### src/rtl/raifes_qspi_slave.sv
// QSPI/QPI serial-memory slave: oversampled SCK, opcode/address/data FSM,
// byte memory port, write-enable latch, config register and QPI mode bit.
// Ports: iClk/inReset clock and sync active-low reset; iSCK/inCS/iIO*_In
// from initiator; oIO*_Out/oIO*_En line drivers; onHSB always 1;
// oMem_* byte memory port (read data valid cycle after oMem_Re);
// oQpiMode/oWEL/oCfgReg status. Requires QPI_DUMMY >= 1.
module raifes_qspi_slave #(
  parameter logic [7:0]  CR_RESET  = 8'h00,
  parameter int unsigned QPI_DUMMY = 1
) (
  input  logic        iClk,
  input  logic        inReset,
  input  logic        iSCK,
  input  logic        inCS,
  input  logic        iIO0_In,
  input  logic        iIO1_In,
  input  logic        iIO2_In,
  input  logic        iIO3_In,
  output logic        oIO0_Out,
  output logic        oIO1_Out,
  output logic        oIO2_Out,
  output logic        oIO3_Out,
  output logic        oIO0_En,
  output logic        oIO1_En,
  output logic        oIO2_En,
  output logic        oIO3_En,
  output logic        onHSB,
  output logic [23:0] oMem_Addr,
  output logic [7:0]  oMem_WData,
  output logic        oMem_We,
  output logic        oMem_Re,
  input  logic [7:0]  iMem_RData,
  output logic        oQpiMode,
  output logic        oWEL,
  output logic [7:0]  oCfgReg
);

  typedef enum logic [2:0] {
    S_IDLE, S_OPCODE, S_ADDR, S_DUMMY,
    S_RDATA, S_WDATA, S_CRDATA, S_IGNORE
  } state_t;

  localparam logic [4:0] QD = 5'(QPI_DUMMY - 1);

  state_t      st_q, act;
  logic        sck_q, sck_prev_q, cs_q, armed_q;
  logic [3:0]  io_q;
  logic [4:0]  cnt_q;
  logic [7:0]  sh_q, osh_q, rbuf_q;
  logic [23:0] addr_q;
  logic        is_rd_q, is_sr_q, re_d1_q, got_q;
  logic [1:0]  pend_q;
  logic        qpi_q, wel_q, we_q, re_q;
  logic [7:0]  cfg_q, wdata_q;
  logic [23:0] maddr_q;
  logic [3:0]  out_q, en_q;

  logic        rise, fall, byte_end, addr_end, dum_end;
  logic [7:0]  sh_d, rsrc, obyte;
  logic [23:0] addr_d;

  assign rise     = sck_q & ~sck_prev_q;
  assign fall     = ~sck_q & sck_prev_q;
  assign sh_d     = qpi_q ? {sh_q[3:0], io_q}
                          : {sh_q[6:0], io_q[0]};
  assign addr_d   = qpi_q ? {addr_q[19:0], io_q}
                          : {addr_q[22:0], io_q[0]};
  assign byte_end = cnt_q == (qpi_q ? 5'd1 : 5'd7);
  assign addr_end = cnt_q == (qpi_q ? 5'd5 : 5'd23);
  assign dum_end  = cnt_q == (qpi_q ? QD : 5'd7);
  // memory data arrives only one cycle; bypass it when loading a byte
  assign rsrc     = re_d1_q ? iMem_RData : rbuf_q;
  assign obyte    = (cnt_q == 5'd0) ? rsrc : osh_q;
  // a fresh select seen in IDLE is handled as the first opcode clock
  assign act      = (st_q == S_IDLE && armed_q) ? S_OPCODE : st_q;

  always_ff @(posedge iClk) begin
    if (!inReset) begin
      st_q <= S_IDLE;     sck_q <= 1'b0;   sck_prev_q <= 1'b0;
      cs_q <= 1'b0;       armed_q <= 1'b0; io_q <= 4'h0;
      cnt_q <= 5'd0;      sh_q <= 8'h00;   osh_q <= 8'h00;
      rbuf_q <= 8'h00;    addr_q <= 24'h0; is_rd_q <= 1'b0;
      is_sr_q <= 1'b0;    re_d1_q <= 1'b0; got_q <= 1'b0;
      pend_q <= 2'b00;    qpi_q <= 1'b0;   wel_q <= 1'b0;
      we_q <= 1'b0;       re_q <= 1'b0;    cfg_q <= CR_RESET;
      wdata_q <= 8'h00;   maddr_q <= 24'h0;
      out_q <= 4'h0;      en_q <= 4'h0;
    end else begin
      sck_q      <= iSCK;
      sck_prev_q <= sck_q;
      cs_q       <= inCS;
      io_q       <= {iIO3_In, iIO2_In, iIO1_In, iIO0_In};
      we_q       <= 1'b0;
      re_q       <= 1'b0;
      re_d1_q    <= re_q;
      if (re_d1_q) rbuf_q <= iMem_RData;
      if (cs_q) begin
        st_q    <= S_IDLE;
        cnt_q   <= 5'd0;
        en_q    <= 4'h0;
        out_q   <= 4'h0;
        armed_q <= 1'b1;
        pend_q  <= 2'b00;
        got_q   <= 1'b0;
        if (pend_q[1]) qpi_q <= pend_q[0];
        if (got_q) wel_q <= 1'b0;
      end else begin
        case (act)
          S_OPCODE: if (rise) begin
            st_q  <= S_OPCODE;
            sh_q  <= sh_d;
            cnt_q <= cnt_q + 5'd1;
            if (byte_end) begin
              cnt_q   <= 5'd0;
              is_rd_q <= 1'b0;
              is_sr_q <= 1'b0;
              st_q    <= S_IGNORE;
              case (sh_d)
                8'h06: wel_q <= 1'b1;
                8'h04: wel_q <= 1'b0;
                8'h03: begin is_rd_q <= 1'b1; st_q <= S_ADDR; end
                8'h02: st_q <= S_ADDR;
                8'h87: st_q <= S_CRDATA;
                8'h38: pend_q <= 2'b11;
                8'hF5: pend_q <= 2'b10;
                8'h05: begin
                  rbuf_q  <= {6'b0, wel_q, 1'b0};
                  is_sr_q <= 1'b1;
                  st_q    <= S_RDATA;
                end
                default: ;
              endcase
            end
          end
          S_ADDR: if (rise) begin
            addr_q <= addr_d;
            cnt_q  <= cnt_q + 5'd1;
            if (addr_end) begin
              cnt_q <= 5'd0;
              if (is_rd_q) begin
                re_q    <= 1'b1;
                maddr_q <= addr_d;
                addr_q  <= addr_d + 24'd1;
                st_q    <= S_DUMMY;
              end else begin
                st_q <= S_WDATA;
              end
            end
          end
          S_DUMMY: if (rise) begin
            cnt_q <= cnt_q + 5'd1;
            if (dum_end) begin
              cnt_q <= 5'd0;
              st_q  <= S_RDATA;
            end
          end
          S_RDATA: if (fall) begin
            en_q  <= qpi_q ? 4'hF : 4'h2;
            out_q <= qpi_q ? obyte[7:4] : {2'b00, obyte[7], 1'b0};
            osh_q <= qpi_q ? {obyte[3:0], 4'h0} : {obyte[6:0], 1'b0};
            cnt_q <= cnt_q + 5'd1;
            if (byte_end) begin
              cnt_q <= 5'd0;
              // prefetch the next byte as soon as this one is fully out
              if (!is_sr_q) begin
                re_q    <= 1'b1;
                maddr_q <= addr_q;
                addr_q  <= addr_q + 24'd1;
              end
            end
          end
          S_WDATA: if (rise) begin
            sh_q  <= sh_d;
            cnt_q <= cnt_q + 5'd1;
            if (byte_end) begin
              cnt_q <= 5'd0;
              got_q <= 1'b1;
              if (wel_q) begin
                we_q    <= 1'b1;
                wdata_q <= sh_d;
                maddr_q <= addr_q;
                addr_q  <= addr_q + 24'd1;
              end
            end
          end
          S_CRDATA: if (rise) begin
            sh_q  <= sh_d;
            cnt_q <= cnt_q + 5'd1;
            if (byte_end) begin
              cnt_q <= 5'd0;
              got_q <= 1'b1;
              st_q  <= S_IGNORE;
              if (wel_q) cfg_q <= sh_d;
            end
          end
          default: ;
        endcase
      end
    end
  end

  assign {oIO3_Out, oIO2_Out, oIO1_Out, oIO0_Out} = out_q;
  assign {oIO3_En, oIO2_En, oIO1_En, oIO0_En}     = en_q;
  assign onHSB      = 1'b1;
  assign oMem_Addr  = maddr_q;
  assign oMem_WData = wdata_q;
  assign oMem_We    = we_q;
  assign oMem_Re    = re_q;
  assign oQpiMode   = qpi_q;
  assign oWEL       = wel_q;
  assign oCfgReg    = cfg_q;

endmodule

### config.mk
export PLATFORM = sky130hd
export DESIGN_NAME = raifes_qspi_slave
export DESIGN_NICKNAME = d
export VERILOG_FILES = /design/src/rtl/raifes_qspi_slave.sv
export SDC_FILE = /design/constraint.sdc
export NUM_CORES = 1
export LEC_CHECK = 0
export BUFFER_PORTS_ARGS = -buffer_cell sky130_fd_sc_hd__buf_2
export CORE_MARGIN = 5
export CORE_UTILIZATION = 48
export CTS_CLUSTER_DIAMETER = 30
export DETAILED_ROUTE_END_ITERATION = 8
export PLACE_DENSITY = 0.74
export SYNTH_ARGS = -nofsm -noshare
export SYNTH_HDL_FRONTEND = slang
export SYNTH_SLANG_ARGS = --single-unit
### constraint.sdc
create_clock -name iClk -period 3.75 [get_ports iClk]
set_input_delay 0.75 -clock iClk [delete_from_list [all_inputs] [get_ports iClk]]
set_output_delay 0.75 -clock iClk [all_outputs]
set_load 0.005 [all_outputs]
==> impl_metrics.tcl, run 1 <==
set metrics [dict create \
    start_util_pct 48.89 \
    r2r-start "st_q[0]" \
    htreeDepth 4 \
    synth_flop_cell "dfxtp_1" \
    synth_area_per_cell_um2 7.770 \
    numCtsBuffers 17 \
    hold_viol_final 0 \
    grt_pass1_vias 5994 \
    grt_antenna_before_repair 0 \
    core_um2 13830 \
    clock_latency_ps 420 \
    cts_resized 0 \
    maxSlewHeadroom_pct 24.32 \
    ys.warnings.count 0 \
    end_kind "flop" \
    row_count 43 \
    holdPathStages 2 \
    grt_use_total_pct 22.19 \
    area_growth_pct 14.60 \
    drc 0 \
    wl_per_cell_um 16.61 \
    grt_overflow 0 \
    route.antenna.remaining_nets 0 \
    leakage_nw 2.794 \
    status "finished, final reports clean" \
    max_slew.worst_pin.slew_ps 1131 \
    post-cts-setup-buffers 0 \
    hold_buffers 0 \
    reg2reg_depth 6 \
    vias 6535 \
    hp-class "reg2reg" \
    reg2reg_setup_slack_ps 610 \
    grt_pass1_wl_um 30180 \
    path_max_fanout 48 \
    finalMaxSlewViolations 0 \
    cp-start-kind "flop" \
    synth-seq-cells 118 \
    vdd_drop_max_v 0.0003055 \
    viasPerCell 5.984 \
    r2r_end "oMem_Addr[2]" \
    clock.fmax_mhz 318.3 \
    syn_nets 890 \
    setup_viol 0 \
    cts.sinks 118 \
    ys_seq_area_share_pct 34.94 \
    drtPass1Iterations 6 \
    post-route-min-period_ps 3142 \
    grt_max_degree 75 \
    min_period_over_period_pct 83.79 \
    synth-edff-count 0 \
    dp_slack_ps 674.7 \
    min_from "oMem_Addr[3]" \
    cp-startpoint "st_q[0]" \
    rsz0062_at_grt "false" \
    critical_path_required_ps 4100 \
    fillers 1308 \
    worst_slack_ps 607.9 \
    wl_um 18140 \
    die_height_um 128.7 \
    die_w_um 128.7 \
    syn_area_um2 6760 \
    drive_above_1_share_pct 15.13 \
    antennaDiodeCount 0 \
    clock-root-buffer "clkbuf_16" \
    die_area_um2 16560 \
    syn_inst 870 \
    setup_tns_ps 0 \
    clockBufferDepth 2 \
    ys_async_sr_fraction_pct 0 \
    layout.nets 919 \
    dp_hpwl_um 12290 \
    clkSlewWorstSetupHoldPaths_ps 50 \
    pin_count 69 \
    worstSetupPathType "reg2reg" \
    cts_tree "built" \
    yosysUniqueCellTypes 66 \
    port-buffer-count 67 \
    finClkSkew_ps 8.627 \
    drtIter0Drc 695 \
    maxCapViolations 0 \
    cp.arrival_ps 3490 \
    power_density_nw_per_um2 380.0 \
    globalplace.congestion 0.9071 \
    whs_endpoint "oMem_Addr[3]" \
]
## worst max-delay path by stage
| stage | depth (start not counted) | end |
|---|---|---|
| 2_1_floorplan | 14 | addr_q[16] |
| 3_3_place_gp | 6 | oMem_Addr[18] |
| 3_5_place_dp | 6 | oMem_Addr[22] |
| 4_1_cts | 6 | oMem_Addr[22] |
| 5_1_grt | 6 | oMem_Addr[2] |
| 6_report | 6 | oMem_Addr[2] |
## cells in the final DEF (no fill, tap or decap), types with 12 or more instances in the layout
cell type | Yosys | routed
a211o_1 | 20 | 20
a21oi_1 | 65 | 65
a31oi_1 | 15 | 15
and2_1 | 16 | 16
buf_2 | 8 | 67
buf_4 | 4 | 15
clkbuf_16 | 0 | 17
dfxtp_1 | 118 | 117
inv_1 | 17 | 16
mux2i_1 | 54 | 54
nand2_1 | 78 | 78
nand3_1 | 31 | 31
nand4_1 | 15 | 15
nor2_1 | 113 | 113
nor3_1 | 26 | 26
nor3b_1 | 12 | 12
o21ai_0 | 45 | 45
xnor2_1 | 14 | 14
## metrics by stage
| step | total power, mW | hold slack (ps) | instance area, um^2 | util, % | instances |
|---|---|---|---|---|---|
| floorplan | 1.382 | 439.5 | 6760 | - | 870 |
| global placement | 1.423 | 433.1 | 7178 | 51.91 | 1060 |
| detailed placement | 1.423 | 439.9 | 7178 | 51.91 | 1060 |
| CTS | 2.965 | 447.2 | 7747 | 56.03 | 1092 |
| global route | 3.045 | 461.4 | 7747 | 56.03 | 1092 |
| finish | 2.944 | 444.6 | 7747 | 56.03 | 1092 |
## cell families (layout without fill, tap and decap cells)
logic type      Yosys count  after routing  synth area share [%]
mux                      60             60                 8.995
fa+ha+maj                 4              4                0.7404
other cells               1              1               0.05547
buf+inv                  91            133                 5.423
xor+xnor                 23             23                 2.980
flops                   118            118                 34.94
simple gates            361            361                 26.56
compound gates          212            212                 20.30
## layer usage
layer / vias to the layer above / part of all wire [%] / track usage (%) / routed length (um)
li1: 3186 / - / - / -
met1: 3048 / 46 / 31.41 / 8370
met2: 268 / 44 / 33.48 / 8046
met3: 33 / 7.8 / 4.732 / 1409
met4: 0 / 1.7 / 7.721 / 313
met5: - / 0 / 0 / 0
## area by class of cell
type                            count  area [um^2]  share of cell area (%)
Clock inverter                     13        126.4                   1.631
Sequential cell                   118         2364                   30.51
Timing Repair Buffer               83        467.9                   6.040
Multi-Input combinational cell    661         4054                   52.33
Inverter                           18        67.56                  0.8721
Clock buffer                       19        442.9                   5.717
Tap cell                          180        225.2                   2.907
## critical path, stage by stage (launching register included)
cell and delay (ps):
dfxtp_1 590, clkinv_1 380, o22a_1 360, a221oi_2 620, o21ai_4 450, or3_1 490
a21oi_1 140
## power breakdown
group	total (mW)	internal (mW)	switching (mW)
combinational	0.118	0.0396	0.0783
clock	1.55	0.933	0.613
sequential	1.28	1.26	0.0176
## sequential cells by signal, summed over array words and instances (netlist names), 2 cells and up
register,count
addr_q,24
oMem_Addr,24
oCfgReg,8
oMem_WData,8
rbuf_q,8
osh_q,7
sh_q,7
cnt_q,5
io_q,4
out_q,4
st_q,3
en_q,2
pend_q,2
## synth_stat cells, drive strengths merged, types with 14 or more instances
cell type	n	share of area, %
nand2	78	4.3
nand4	15	1.4
buf	18	1.4
a31oi	15	1.4
nor2	113	6.3
inv	17	0.94
clkbuf	55	3.1
and2	16	1.5
mux2i	54	8.0
a211o	20	2.6
o21ai	46	3.4
nand3	31	2.3
nor3	26	1.9
dfxtp	118	35
a21oi	65	4.8
xnor2	14	1.8
No activity file was read; power rests on OpenSTA's default activity.
==> run 2, diff against run 1 <==
==> constraint.sdc (replaced) <==
create_clock -name iClk -period 2.9 [get_ports iClk]
set_input_delay 0.58 -clock iClk [delete_from_list [all_inputs] [get_ports iClk]]
set_output_delay 0.58 -clock iClk [all_outputs]
set_load 0.005 [all_outputs]
==> run 2 against run 1 <==
First-iteration DRC count grew 1.6%; critical path depth grew 1; cell area up 2.9%; critical path type unchanged; largest cell class unchanged; highest routed layer unchanged.
==> impl_metrics.tcl, run 2 (synthesis gave the netlist of run 1 again) <==
set metrics [dict create \
    routed.top_layer "met4" \
    numCtsBuffers 17 \
    final_common_cell "dfxtp_1" \
    switching_share_pct 23.81 \
    met1_length_um 8509 \
    p_int_mw 2.957 \
    clkSlewWorstSetupHoldPaths_ps 60 \
    htreeDepth 4 \
    worst_path_max_delay_cell "or4_1" \
    die_w_um 128.7 \
    finalMaxSlewViolations 0 \
    drc 0 \
    path_max_fanout 27 \
    cp-startpoint "oQpiMode" \
    fillers 1264 \
    grt_max_degree 75 \
    r2r-start "oQpiMode" \
    die_area_um2 16560 \
    wl_met3_um 1325 \
    cts.sinks 118 \
    grt_use_total_pct 22.40 \
    rsz0062_at_grt "false" \
    grt_overflow 0 \
    p_comb_share_pct 4.4 \
    row_count 43 \
    post-cts-setup-buffers 0 \
    cp-start-kind "flop" \
    grt_pass1_vias 6118 \
    grt_pass1_wl_um 30400 \
    drtIter0Drc 706 \
    hold_buffers 0 \
    min_from "iIO2_In" \
    maxCapViolations 0 \
    core_um2 13830 \
    setup_tns_ps 0 \
    clock.fmax_mhz 371.0 \
    leakage_nw 2.945 \
    wl_um 18240 \
    vias 6575 \
    crit_family "simple AND/OR/NAND/NOR gates" \
    cp.arrival_ps 2990 \
    slowest_delay_ps 710 \
    start_util_pct 48.89 \
    power.switching_mw 0.9242 \
    p_clk_share_pct 53.1 \
    wl_met2_um 8049 \
    layout.nets 946 \
    max_slew.worst_pin.slew_ps 724.1 \
    seq_power_share_pct 42.5 \
    crit_path_cell_trace "buf_4, mux2_2, o211ai_1, or4_1, or3_1, xnor2_1, o22ai_1" \
    critical_path_required_ps 3200 \
    post-route-min-period_ps 2695 \
    hp-class "in2reg" \
    route.antenna.remaining_nets 0 \
    hold_viol_final 0 \
    setup_viol 0 \
    hold-worst-slack_ps 358.4 \
    vdd_drop_max_v 0.0003806 \
    path_buf_inv 1 \
    layout_common_cells "117 x dfxtp_1, 113 x nor2_1, 78 x nand2_1" \
    pin_count 69 \
    power_mw 3.881 \
    worstSetupPathType "reg2reg" \
    area_growth_pct 17.95 \
    port-buffer-count 67 \
    end_kind "flop" \
    wl_per_cell_um 16.30 \
    clock-root-buffer "clkbuf_16" \
    viasPerCell 5.876 \
    maxSlewHeadroom_pct 51.73 \
    clock_latency_ps 430 \
    antennaDiodeCount 0 \
    status "finished, final reports clean" \
    cts_resized 0 \
    finClkSkew_ps 10.83 \
    power_density_nw_per_um2 486.8 \
    dp_hpwl_um 12590 \
    die_height_um 128.7 \
    clockBufferDepth 2 \
    grt_antenna_before_repair 0 \
    drtPass1Iterations 6 \
    cts_tree "built" \
    globalplace.congestion 0.9333 \
    drive_above_1_share_pct 18.00 \
    min_period_over_period_pct 92.94 \
]
[run 2: stage by stage]
step                setup slack [ps]  cell area (um^2)  utilization, %  instances
floorplan                      9.167              6784               -        870
finish                         204.9              7974           57.67       1119
CTS                            252.8              7968           57.62       1119
global placement               316.0              7387           53.43       1087
detailed placement             265.9              7387           53.43       1087
global route                   9.435              7974           57.67       1119
[run 2: cell type report]
type	count	area [um^2]	area share, %
multi-input cells	661	4066	51.00
flip-flops and latches	118	2364	29.64
clock buffers	17	425.4	5.335
well taps	180	225.2	2.824
repair buffers	110	670.6	8.410
inverters	18	67.56	0.8473
clock inverters	15	155.1	1.946
[run 2: worst paths after layout]
path	end	slack, ps	cells after the start
min reg2reg	oMem_Addr[8]	450	2
max reg2reg	addr_q[16]	200	7
min	io_q[2]	360	2
max	addr_q[16]	200	7
[run 2: power groups by stage]
stage / clock network, mW / registers [mW] / logic (mW)
after floorplan: 0 / 1.68 / 0.111
after CTS: 2.09 / 1.65 / 0.168
final: 2.06 / 1.65 / 0.170
after detailed placement: 0 / 1.68 / 0.167
after global placement: 0 / 1.68 / 0.166
after global routing: 2.17 / 1.65 / 0.188
[run 2: worst reg2reg max path, cell delays in order (launching register included)]
cell,delay [ps]
dfxtp_2,390
buf_4,330
mux2_2,280
o211ai_1,200
or4_1,710
or3_1,420
xnor2_1,160
o22ai_1,100
[run 2: routing by layer]
| layer | track usage [%] | vias to the layer above |
|---|---|---|
| met2 | 34.09 | 248 |
| met1 | 31.21 | 3050 |
| met4 | 8.586 | 0 |
| met3 | 4.649 | 29 |
| met5 | 0 | - |
| li1 | - | 3248 |
==> run 3, diff against run 2 <==
==> constraint.sdc (replaced) <==
create_clock -name iClk -period 2.9 [get_ports iClk]
set_input_delay 0.29 -clock iClk [delete_from_list [all_inputs] [get_ports iClk]]
set_output_delay 0.29 -clock iClk [all_outputs]
set_load 0.005 [all_outputs]
==> run 3 against run 2 <==
Via count grew 0.87%; non-clock buffer count rose by 2; combinational power about the same; critical path depth up 1; largest power group unchanged; highest routed layer unchanged.
==> impl_metrics.tcl, run 3 (synthesis gave the netlist of run 1 again) <==
set metrics [dict create \
    status "finished, final reports clean" \
    finClkSkew_ps 8.206 \
    numCtsBuffers 17 \
    crit_top_cell "buf_4" \
    setup_viol 0 \
    rsz0062_at_grt "false" \
    dp_hpwl_um 12700 \
    finalMaxSlewViolations 0 \
    min_period_over_period_pct 92.13 \
    route.antenna.remaining_nets 0 \
    port-buffer-count 67 \
    grt_pass1_wl_um 31250 \
    place_area_um2 7390 \
    area_growth_pct 18.34 \
    htreeDepth 4 \
    dp_slack_ps 284.4 \
    vias 6632 \
    cts_tree "built" \
    post-cts-setup-buffers 0 \
    power_density_nw_per_um2 495.4 \
    setup_tns_ps 0 \
    path_max_fanout 26 \
    wl_um 18760 \
    leakage_nw 2.963 \
    globalplace.congestion 0.9305 \
    clock-root-buffer "clkbuf_16" \
    die_area_um2 16560 \
    hp-class "in2reg" \
    grt_use_total_pct 23.28 \
    design_area_um2 8000 \
    drtIter0Drc 609 \
    layout_common_cells "117 x dfxtp_1, 113 x nor2_1, 78 x nand2_1" \
    viasPerCell 5.916 \
    end_kind "flop" \
    grt_max_degree 75 \
    worst_path_max_delay_cell "nor3b_1" \
    numPlacedInstances 1089 \
    worstSetupPathType "reg2reg" \
    max_slew.worst_pin.slew_ps 1110 \
    fin_util_pct 57.86 \
    drc 0 \
    hold-worst-slack_ps 63.58 \
    clockBufferDepth 2 \
    clock_latency_ps 430 \
    slowest_delay_ps 420 \
    multi_input_comb_area_um2 4066 \
    start_util_pct 48.89 \
    grt_pass1_vias 6188 \
    maxCapViolations 0 \
    final_cells 1121 \
    clkSlewWorstSetupHoldPaths_ps 60 \
    maxSlewHeadroom_pct 25.89 \
    pin_count 69 \
    layout.nets 948 \
    cts.sinks 118 \
    die_height_um 128.7 \
    final-seq-area_um2 2364 \
    post-route-min-period_ps 2672 \
    row_count 43 \
    vdd_drop_max_v 0.0004071 \
    grt_overflow 0 \
    drtPass1Iterations 6 \
    crit_path_cell_trace "buf_4, nor3b_1, o211ai_1, a221oi_2, o21ai_4, buf_4, a211o_1, a21oi_1" \
    grt_antenna_before_repair 0 \
    wl_per_cell_um 16.74 \
    hold_buffers 0 \
    core_um2 13830 \
    antennaDiodeCount 0 \
    die_w_um 128.7 \
    worst_slack_ps 228.2 \
    drive_above_1_share_pct 18.17 \
    fillers 1254 \
    critical_path_required_ps 3250 \
    final_common_cell "dfxtp_1" \
    clock.fmax_mhz 374.3 \
    power_mw 3.964 \
    hold_viol_final 0 \
    cp-start-kind "flop" \
    cp.arrival_ps 3020 \
]
## run 3: repair_timing
item                                   CTS  global route
setup endpoints to repair                0             1
gates resized for setup                  0             1
endpoints found under the hold margin    0             0
## run 3: area by class of cell
| cell class | count | share of cell area [%] |
|---|---|---|
| multi-input cells | 661 | 50.83 |
| clock buffers | 18 | 5.490 |
| clock inverters | 14 | 2.064 |
| inverters | 18 | 0.8445 |
| flip-flops and latches | 118 | 29.54 |
| repair buffers | 112 | 8.414 |
| well taps | 180 | 2.815 |
## run 3: final timing paths
path                                   start       endpoint  depth (start not counted)  slack [ps]
worst max-delay path                oQpiMode  oMem_Addr[12]                          8         230
worst min-delay path                    iSCK          sck_q                          2          60
worst max register to register      oQpiMode  oMem_Addr[12]                          8         230
worst min register to register  oMem_Addr[8]   oMem_Addr[8]                          2         440
## run 3: layer usage
metal	wire (um)	part of all wire, %	track usage (%)
met1	8527	45	32.09
met2	8376	45	35.00
met3	1418	7.6	5.064
met4	439	2.3	10.32
met5	0	0	0
## run 3: critical path, delay by kind of cell (launching register included)
kind	cells	cell delay, ps
flops	1	410
compound gates	5	1250
buf+inv	2	500
simple gates	1	420
## run 3: report_power, final
part / total, mW / internal, mW / switching (mW)
logic: 0.170 / 0.0578 / 0.112
clock network: 2.14 / 1.31 / 0.835
registers: 1.65 / 1.63 / 0.0178
